===== src/rtl/mc_controller_pkg.sv =====
// -----------------------------------------------------------------------------
// mc_controller_pkg
// Shared definitions for the multicycle controller: instruction opcodes
// (EXE_*), FSM state encoding, the packed control word driven by the output
// decoder, and an opcode legality helper.
// -----------------------------------------------------------------------------
package mc_controller_pkg;

   // Opcodes (instruction bits [31:26])
   localparam logic [5:0] EXE_RTYPE = 6'b000000;
   localparam logic [5:0] EXE_J     = 6'b000010;
   localparam logic [5:0] EXE_BEQ   = 6'b000100;
   localparam logic [5:0] EXE_ADDI  = 6'b001000;
   localparam logic [5:0] EXE_ADDIU = 6'b001001;
   localparam logic [5:0] EXE_SLTI  = 6'b001010;
   localparam logic [5:0] EXE_SLTIU = 6'b001011;
   localparam logic [5:0] EXE_ANDI  = 6'b001100;
   localparam logic [5:0] EXE_ORI   = 6'b001101;
   localparam logic [5:0] EXE_XORI  = 6'b001110;
   localparam logic [5:0] EXE_LUI   = 6'b001111;
   localparam logic [5:0] EXE_LW    = 6'b100011;
   localparam logic [5:0] EXE_SW    = 6'b101011;

   // FSM states; FETCH is 0 so a forced-zero debug output still reads FETCH.
   typedef enum logic [3:0] {
      ST_FETCH   = 4'd0,
      ST_DECODE  = 4'd1,
      ST_MEMADR  = 4'd2,
      ST_MEMRD   = 4'd3,
      ST_MEMWB   = 4'd4,
      ST_MEMWR   = 4'd5,
      ST_EXEC_R  = 4'd6,
      ST_ALUWB_R = 4'd7,
      ST_EXEC_I  = 4'd8,
      ST_ALUWB_I = 4'd9,
      ST_BRANCH  = 4'd10,
      ST_JUMP    = 4'd11
   } state_e;

   typedef struct packed {
      logic       mem_req;
      logic       iord;
      logic       memwrite;
      logic       irwrite;
      logic       pcwrite;
      logic       branch;
      logic       regwrite;
      logic       regdst;
      logic       memtoreg;
      logic       alusrca;
      logic [1:0] alusrcb;
      logic [1:0] aluop;
      logic [1:0] pcsrc;
      logic       illegal_op;
      logic       mem_err;
   } ctrl_t;

   function automatic logic is_itype(input logic [5:0] op);
      return op inside {EXE_ANDI, EXE_ORI, EXE_XORI, EXE_LUI,
                        EXE_ADDI, EXE_ADDIU, EXE_SLTI, EXE_SLTIU};
   endfunction

   function automatic logic op_is_legal(input logic [5:0] op);
      return is_itype(op) || (op inside {EXE_RTYPE, EXE_J, EXE_BEQ, EXE_LW, EXE_SW});
   endfunction

endpackage


===== src/rtl/mc_ctrl_outdec.sv =====
// -----------------------------------------------------------------------------
// mc_ctrl_outdec
// Combinational output decoder: current state plus memory handshake -> control
// word.
//   state     : current FSM state
//   mem_ready : memory completes this cycle (only meaningful in FETCH)
//   timeout   : wait limit hit in a memory state with mem_ready low
//   illegal   : opcode presented in DECODE is not recognised
//   ctrl      : full control word
// -----------------------------------------------------------------------------
module mc_ctrl_outdec
   import mc_controller_pkg::*;
(
   input  state_e state,
   input  logic   mem_ready,
   input  logic   timeout,
   input  logic   illegal,
   output ctrl_t  ctrl
);

   always_comb begin
      // NOTE: default the whole word first so every path assigns every field;
      // anything not set below is 0 and no latch is inferred.
      ctrl = '0;
      unique case (state)
         ST_FETCH: begin
            ctrl.mem_req = 1'b1;
            ctrl.alusrcb = 2'b01;
            ctrl.irwrite = mem_ready;
            ctrl.pcwrite = mem_ready;
            ctrl.mem_err = timeout;
         end
         ST_DECODE: begin
            ctrl.alusrcb    = 2'b11;
            ctrl.illegal_op = illegal;
         end
         ST_MEMADR: begin
            ctrl.alusrca = 1'b1;
            ctrl.alusrcb = 2'b10;
         end
         ST_MEMRD: begin
            ctrl.mem_req = 1'b1;
            ctrl.iord    = 1'b1;
            ctrl.mem_err = timeout;
         end
         ST_MEMWB: begin
            ctrl.regwrite = 1'b1;
            ctrl.memtoreg = 1'b1;
         end
         ST_MEMWR: begin
            ctrl.mem_req  = 1'b1;
            ctrl.iord     = 1'b1;
            // An aborted write must not be committed.
            ctrl.memwrite = !timeout;
            ctrl.mem_err  = timeout;
         end
         ST_EXEC_R: begin
            ctrl.alusrca = 1'b1;
            ctrl.aluop   = 2'b10;
         end
         ST_ALUWB_R: begin
            ctrl.regwrite = 1'b1;
            ctrl.regdst   = 1'b1;
         end
         ST_EXEC_I: begin
            ctrl.alusrca = 1'b1;
            ctrl.alusrcb = 2'b10;
            ctrl.aluop   = 2'b11;
         end
         ST_ALUWB_I: begin
            ctrl.regwrite = 1'b1;
         end
         ST_BRANCH: begin
            ctrl.alusrca = 1'b1;
            ctrl.aluop   = 2'b01;
            ctrl.pcsrc   = 2'b01;
            ctrl.branch  = 1'b1;
         end
         ST_JUMP: begin
            ctrl.pcsrc   = 2'b10;
            ctrl.pcwrite = 1'b1;
         end
         default: ctrl = '0;
      endcase
   end

endmodule


===== src/rtl/mc_controller.sv =====
// -----------------------------------------------------------------------------
// mc_controller
// Multicycle MIPS-style control FSM with a bounded memory-wait watchdog.
//   clk, rst        : clock, synchronous active-high reset
//   op              : opcode from IR, used in DECODE and MEMADR
//   mem_ready       : memory completes current request
//   mem_req .. pcsrc: datapath controls
//   illegal_op      : one-cycle pulse on unknown opcode
//   mem_err         : one-cycle pulse on memory wait timeout
//   state           : current state, for debug
// -----------------------------------------------------------------------------
module mc_controller
   import mc_controller_pkg::*;
#(
   parameter int MEM_WAIT_MAX = 15
)(
   input  logic       clk,
   input  logic       rst,
   input  logic [5:0] op,
   input  logic       mem_ready,
   output logic       mem_req,
   output logic       iord,
   output logic       memwrite,
   output logic       irwrite,
   output logic       pcwrite,
   output logic       branch,
   output logic       regwrite,
   output logic       regdst,
   output logic       memtoreg,
   output logic       alusrca,
   output logic [1:0] alusrcb,
   output logic [1:0] aluop,
   output logic [1:0] pcsrc,
   output logic       illegal_op,
   output logic       mem_err,
   output logic [3:0] state
);

   localparam int CW = (MEM_WAIT_MAX < 1) ? 1 : $clog2(MEM_WAIT_MAX + 1);

   state_e        state_q, state_d;
   logic [CW-1:0] wait_q;
   logic          mem_state, timeout;
   ctrl_t         ctrl, ctrl_out;

   assign mem_state = state_q inside {ST_FETCH, ST_MEMRD, ST_MEMWR};
   assign timeout   = mem_state && !mem_ready && (wait_q == CW'(MEM_WAIT_MAX));

   // State register
   always_ff @(posedge clk) begin
      // NOTE: clocked state uses non-blocking assignments so every flop
      // samples pre-edge values regardless of process ordering.
      if (rst) state_q <= ST_FETCH;
      else     state_q <= state_d;
   end

   // Wait counter: counts stalled memory cycles; a state change only happens on
   // completion or timeout, both of which clear it.
   always_ff @(posedge clk) begin
      if (rst)                                     wait_q <= '0;
      else if (mem_state && !mem_ready && !timeout) wait_q <= wait_q + 1'b1;
      else                                         wait_q <= '0;
   end

   // Next-state logic
   always_comb begin
      state_d = state_q;
      unique case (state_q)
         ST_FETCH: begin
            if (mem_ready) state_d = ST_DECODE;
         end
         ST_DECODE: begin
            if (op == EXE_LW || op == EXE_SW) state_d = ST_MEMADR;
            else if (op == EXE_RTYPE)         state_d = ST_EXEC_R;
            else if (is_itype(op))            state_d = ST_EXEC_I;
            else if (op == EXE_BEQ)           state_d = ST_BRANCH;
            else if (op == EXE_J)             state_d = ST_JUMP;
            else                              state_d = ST_FETCH;
         end
         ST_MEMADR:  state_d = (op == EXE_SW) ? ST_MEMWR : ST_MEMRD;
         ST_MEMRD: begin
            if (mem_ready)    state_d = ST_MEMWB;
            else if (timeout) state_d = ST_FETCH;
         end
         ST_MEMWR: begin
            if (mem_ready || timeout) state_d = ST_FETCH;
         end
         ST_EXEC_R:  state_d = ST_ALUWB_R;
         ST_EXEC_I:  state_d = ST_ALUWB_I;
         default:    state_d = ST_FETCH;
      endcase
   end

   // Output logic
   mc_ctrl_outdec u_outdec (
      .state     (state_q),
      .mem_ready (mem_ready),
      .timeout   (timeout),
      .illegal   (!op_is_legal(op)),
      .ctrl      (ctrl)
   );

   // Reset forces every output low on the very first reset cycle, before the
   // state register has been cleared.
   assign ctrl_out   = rst ? '0 : ctrl;
   assign state      = rst ? ST_FETCH : state_q;

   assign mem_req    = ctrl_out.mem_req;
   assign iord       = ctrl_out.iord;
   assign memwrite   = ctrl_out.memwrite;
   assign irwrite    = ctrl_out.irwrite;
   assign pcwrite    = ctrl_out.pcwrite;
   assign branch     = ctrl_out.branch;
   assign regwrite   = ctrl_out.regwrite;
   assign regdst     = ctrl_out.regdst;
   assign memtoreg   = ctrl_out.memtoreg;
   assign alusrca    = ctrl_out.alusrca;
   assign alusrcb    = ctrl_out.alusrcb;
   assign aluop      = ctrl_out.aluop;
   assign pcsrc      = ctrl_out.pcsrc;
   assign illegal_op = ctrl_out.illegal_op;
   assign mem_err    = ctrl_out.mem_err;

endmodule

===== config.mk =====
export PLATFORM = sky130hd
export DESIGN_NAME = mc_controller
export DESIGN_NICKNAME = d
export VERILOG_FILES = /design/src/rtl/mc_controller_pkg.sv /design/src/rtl/mc_ctrl_outdec.sv /design/src/rtl/mc_controller.sv
export SDC_FILE = /design/constraint.sdc
export NUM_CORES = 1
export LEC_CHECK = 0
export CORE_MARGIN = 4
export CORE_UTILIZATION = 39
export DETAILED_ROUTE_END_ITERATION = 10
export GPL_ROUTABILITY_DRIVEN = 0
export HOLD_SLACK_MARGIN = 0.05
export PLACE_DENSITY = 0.73
export SYNTH_ARGS = -nofsm -noshare
export SYNTH_HDL_FRONTEND = slang
export SYNTH_SLANG_ARGS = --single-unit

===== constraint.sdc =====
create_clock -name clk -period 1.8 [get_ports clk]
set_clock_uncertainty 0.15 [all_clocks]
set_input_delay 0.54 -clock clk [delete_from_list [all_inputs] [get_ports clk]]
set_output_delay 0.54 -clock clk [all_outputs]
set_load 0.02 [all_outputs]

==> results of run 1 <==
==> synthesized netlist by cell type, types with 3 or more instances <==
master	instances
nor2_1	10
nor3_1	9
dfxtp_1	8
nand2_1	5
nand3_1	5
nor4_1	5
buf_2	4
nor2b_1	4
nor3b_1	4
a21oi_1	3
and3_1	3
buf_6	3
clkbuf_1	3
nor4b_1	3
xor2_1	3
==> cell families after synthesis <==
logic type / Yosys count
AO/OA/AOI/OAI: 21
adder cells (fa/ha/maj): 1
AND/OR/NAND/NOR: 59
flip-flops: 8
buffers and inverters: 13
XOR/XNOR: 5
==> metrics by stage <==
| step | util, % | hold WS, ns | setup TNS [ns] | setup slack, ns | std cells |
|---|---|---|---|---|---|
| floorplan | - | 0.281 | -1.04 | -0.251 | 107 |
| global placement | 81.9 | 0.359 | -16.92 | -1.14 | 199 |
| detailed placement | 81.9 | 0.362 | -17.51 | -1.18 | 199 |
==> results.json, run 1 <==
{
  "clock_sinks": 8,
  "synth_nets": 117,
  "status": "stopped before the end",
  "clk_path_buf_depth": 2,
  "outcome.stop_stage": "clock tree synthesis (4_1_cts)",
  "synth_ff_type": "dfxtp_1",
  "die_width_um": 53.8,
  "cts-htree-levels": 1,
  "synth_area_leaders": "dfxtp_1, nor3_1, nor2_1",
  "dpl_cell_area_um2": 1620,
  "yosysTopAreaCell": "dfxtp_1",
  "cts_setup_buffers": 14,
  "ctsResizeCount": 187,
  "port_buffers": 30,
  "synth_compound_area_share_pct": 21.8,
  "synth_cell_types": 43,
  "syn_inst": 107,
  "cts_hold_buf": 0,
  "synth-simple-area-share_pct": 41.7,
  "cts-root-buf": "clkbuf_4",
  "hpwl_um": 2370,
  "die_h_um": 53.8,
  "syn_area_per_cell_um2": 7.66,
  "synth_xor_area_share_pct": 5.34,
  "numCtsBuffers": 3,
  "synthAdderAreaFrac_pct": 1.53,
  "ys_ff_latch": 8,
  "synth_seq_area_share_pct": 19.5,
  "synth_mux_area_share_pct": 0,
  "synth_top_family_by_area": "simple AND/OR/NAND/NOR gates",
  "synth_enable_flop_cells": 0,
  "syn_area_um2": 820,
  "initial_core_util_pct": 41.4,
  "io_pins": 31,
  "yosysWarnings": 0,
  "synth.top_cell.area_share_pct": 19.5,
  "async_flop_share_pct": 0,
  "firstError": "[ERROR DPL-0033] detailed placement checks failed during check placement.",
  "rows": 16
}
==> run 2: changes to the inputs <==
--- a/config.mk
+++ b/config.mk
@@ -5,12 +5,11 @@
 export SDC_FILE = /design/constraint.sdc
 export NUM_CORES = 1
 export LEC_CHECK = 0
-export CORE_MARGIN = 4
-export CORE_UTILIZATION = 39
+export CORE_AREA = 4 4 65 67
 export DETAILED_ROUTE_END_ITERATION = 10
+export DIE_AREA = 0 0 69 71
 export GPL_ROUTABILITY_DRIVEN = 0
-export HOLD_SLACK_MARGIN = 0.05
-export PLACE_DENSITY = 0.73
+export PLACE_DENSITY_LB_ADDON = 0.15
 export SYNTH_ARGS = -nofsm -noshare
 export SYNTH_HDL_FRONTEND = slang
 export SYNTH_SLANG_ARGS = --single-unit
==> constraint.sdc (replaced) <==
create_clock -name clk -period 2.3 [get_ports clk]
set_clock_uncertainty 0.15 [all_clocks]
set_input_delay 0.69 -clock clk [delete_from_list [all_inputs] [get_ports clk]]
set_output_delay 0.69 -clock clk [all_outputs]
set_load 0.02 [all_outputs]
==> results.json, run 2 <==
{
  "core_um2": 3630,
  "die_h_um": 71,
  "worstPathMaxFanout": 2,
  "io_pins": 31,
  "cts-root-buf": "clkbuf_8",
  "worst_pin_slew_ns": 0.393,
  "maxCapViolCount": 0,
  "track_usage_pct": 12.0,
  "clock.fmax_mhz": 407,
  "r2r-end": "state_q[2]$_SDFFE_PP0P_",
  "clk_path_buf_depth": 2,
  "fillCellCount": 384,
  "reg2reg_slack_ns": 0.55,
  "die_width_um": 69,
  "criticalPathCategory": "in2out",
  "setup_viol": 2,
  "holdPathEnd": "wait_q[0]$_SDFF_PP0_",
  "hold_class": "reg2reg",
  "syn_area_per_cell_um2": 7.66,
  "vias": 1091,
  "violations": "setup timing",
  "fin_crit_ns": 2.46,
  "dp_slack_ns": -1.04,
  "regArea_um2": 173,
  "area_growth_syn_to_layout_pct": 102,
  "yosysTopAreaCell": "dfxtp_1",
  "synth.top_cell.area_share_pct": 19.5,
  "multi_input_area_um2": 739,
  "avgRoutedWirePerCell_um": 13.4,
  "leakagePower_nw": 0.709,
  "post-route-util_pct": 45.7,
  "syn_area_um2": 820,
  "numCtsBuffers": 3,
  "slew_headroom_pct": 73.1,
  "clk_latency_ns": 0.23,
  "yosysWarnings": 0,
  "synth_area_leaders": "dfxtp_1, nor3_1, nor2_1",
  "grt_remaining_overflow": 0,
  "fin_crit_sh_pct": 107,
  "drc": 0,
  "synth_cell_types": 43,
  "clk_pin_slew_ns": 0.04,
  "rows": 22,
  "start_kind": "primary input",
  "port_buffers": 30,
  "syn_inst": 107,
  "grt_first_pass_wirelength_um": 5060,
  "antenna_found_initial": 0,
  "worstPathRequired_ns": 1.46,
  "stdcell_count": 230,
  "hpwl_um": 2360,
  "final_cell_mix": "buf_4, buf_2, nor2_1",
  "synth_enable_flop_cells": 0,
  "synth_ff_type": "dfxtp_1",
  "drv_slew": 0,
  "async_flop_share_pct": 0,
  "drtAntennaViolNets": 0,
  "dpl.cell_count": 220,
  "arrival_ns": 1.62,
  "vdd_ir_drop_max_uv": 363,
  "drtIter0Drc": 21,
  "yosysMostFrequentCell": "nor2_1",
  "min_path_cells": 2,
  "totalWireLength_um": 3080,
  "cts-htree-levels": 1,
  "clock_sinks": 8,
  "initial_core_util_pct": 22.6,
  "finalNetCount": 194,
  "synth_seq_area_share_pct": 19.5,
  "final_common_cell": "buf_4",
  "die_area_um2": 4900,
  "diodes": 0,
  "grt_max_degree": 16,
  "hold_violations": 0,
  "reg_top3": "state_q: 4 flops, wait_q: 4 flops",
  "synth_nets": 117,
  "vias_per_cell": 4.74,
  "drtPass1Iterations": 4,
  "setup_ws_ns": -0.157,
  "worstHoldStart": "wait_q[0]$_SDFF_PP0_",
  "power.density_nw_per_um2": 607,
  "ys_ff_latch": 8,
  "rsz0062_at_grt": "yes",
  "synthTopCellsByCount": "nor2_1, nor3_1, dfxtp_1",
  "endpoint_kind": "output pin",
  "status": "complete, but fails checks",
  "r2r_cells": 7,
  "tritoncts": "built",
  "r2r-start": "state_q[1]$_SDFFE_PP0P_",
  "layout-drive-gt1-share_pct": 62.6,
  "grt_pass1_vias": 1168
}
run 2: routing by layer:
layer	vias up	routed length (um)	track usage [%]
li1	548	-	-
met1	518	1420	14.0
met2	23	1540	22.5
met3	2	110	2.70
met4	0	9	1.95
met5	-	0	0
run 2: worst max-delay path: stages:
cell and delay, ns:
buf_8 0.10, xor2_2 0.16, a21oi_2 0.16, nor3_2 0.07, nor4b_2 0.24, buf_4 0.19
run 2: logic make-up (layout without fill, tap and decap cells):
| kind of cell | after synthesis | after routing | synth area share (%) |
|---|---|---|---|
| flip-flops | 8 | 8 | 19.5 |
| AND/OR/NAND/NOR | 59 | 59 | 41.7 |
| XOR/XNOR | 5 | 5 | 5.34 |
| adder cells (fa/ha/maj) | 1 | 1 | 1.53 |
| AO/OA/AOI/OAI | 21 | 21 | 21.8 |
| buffers and inverters | 13 | 88 | 10.1 |
run 2: timing repair:
action                     CTS  global route
setup buffers                6             1
pin swaps                   10             7
setup endpoints to repair   24            19
hold endpoints to repair     0             0
gates resized for setup    138            25
hold buffers                 0             0
run 2: cell type report:
class,instances,area share (%)
multi-input combinational,86,44.6
timing repair buffer,83,38.3
sequential,8,10.4
tap,48,3.62
clock buffer,3,2.49
inverter,2,0.603
run 2: worst max-delay path by stage:
stage	startpoint	end	slack [ns]	cells after the start
floorplan	rst	pcwrite	-0.12	4
global placement	op[2]	illegal_op	-0.98	6
detailed placement	op[2]	illegal_op	-1.04	6
CTS	op[2]	illegal_op	-0.15	6
global route	op[2]	illegal_op	-0.18	6
finish	op[2]	illegal_op	-0.16	6
run 2: through the flow:
step                power (mW)  TNS (ns)  hold slack (ns)  area [um2]
floorplan                0.501     -1.11            0.282         860
global placement         0.773    -17.06            0.361        1490
detailed placement       0.779    -17.68            0.385        1490
CTS                      0.978    -0.158            0.391        1650
global route              1.07    -0.342            0.401        1660
finish                    1.01    -0.179            0.395        1660
run 2: power by group:
part	leakage, nW	switching [mW]	total (mW)	internal, mW
registers	0.0677	0.0370	0.199	0.162
clock network	0.0216	0.0544	0.168	0.113
logic	0.620	0.309	0.640	0.331
total	0.709	0.400	1.01	0.607
Power figures use the tool's default switching activity.
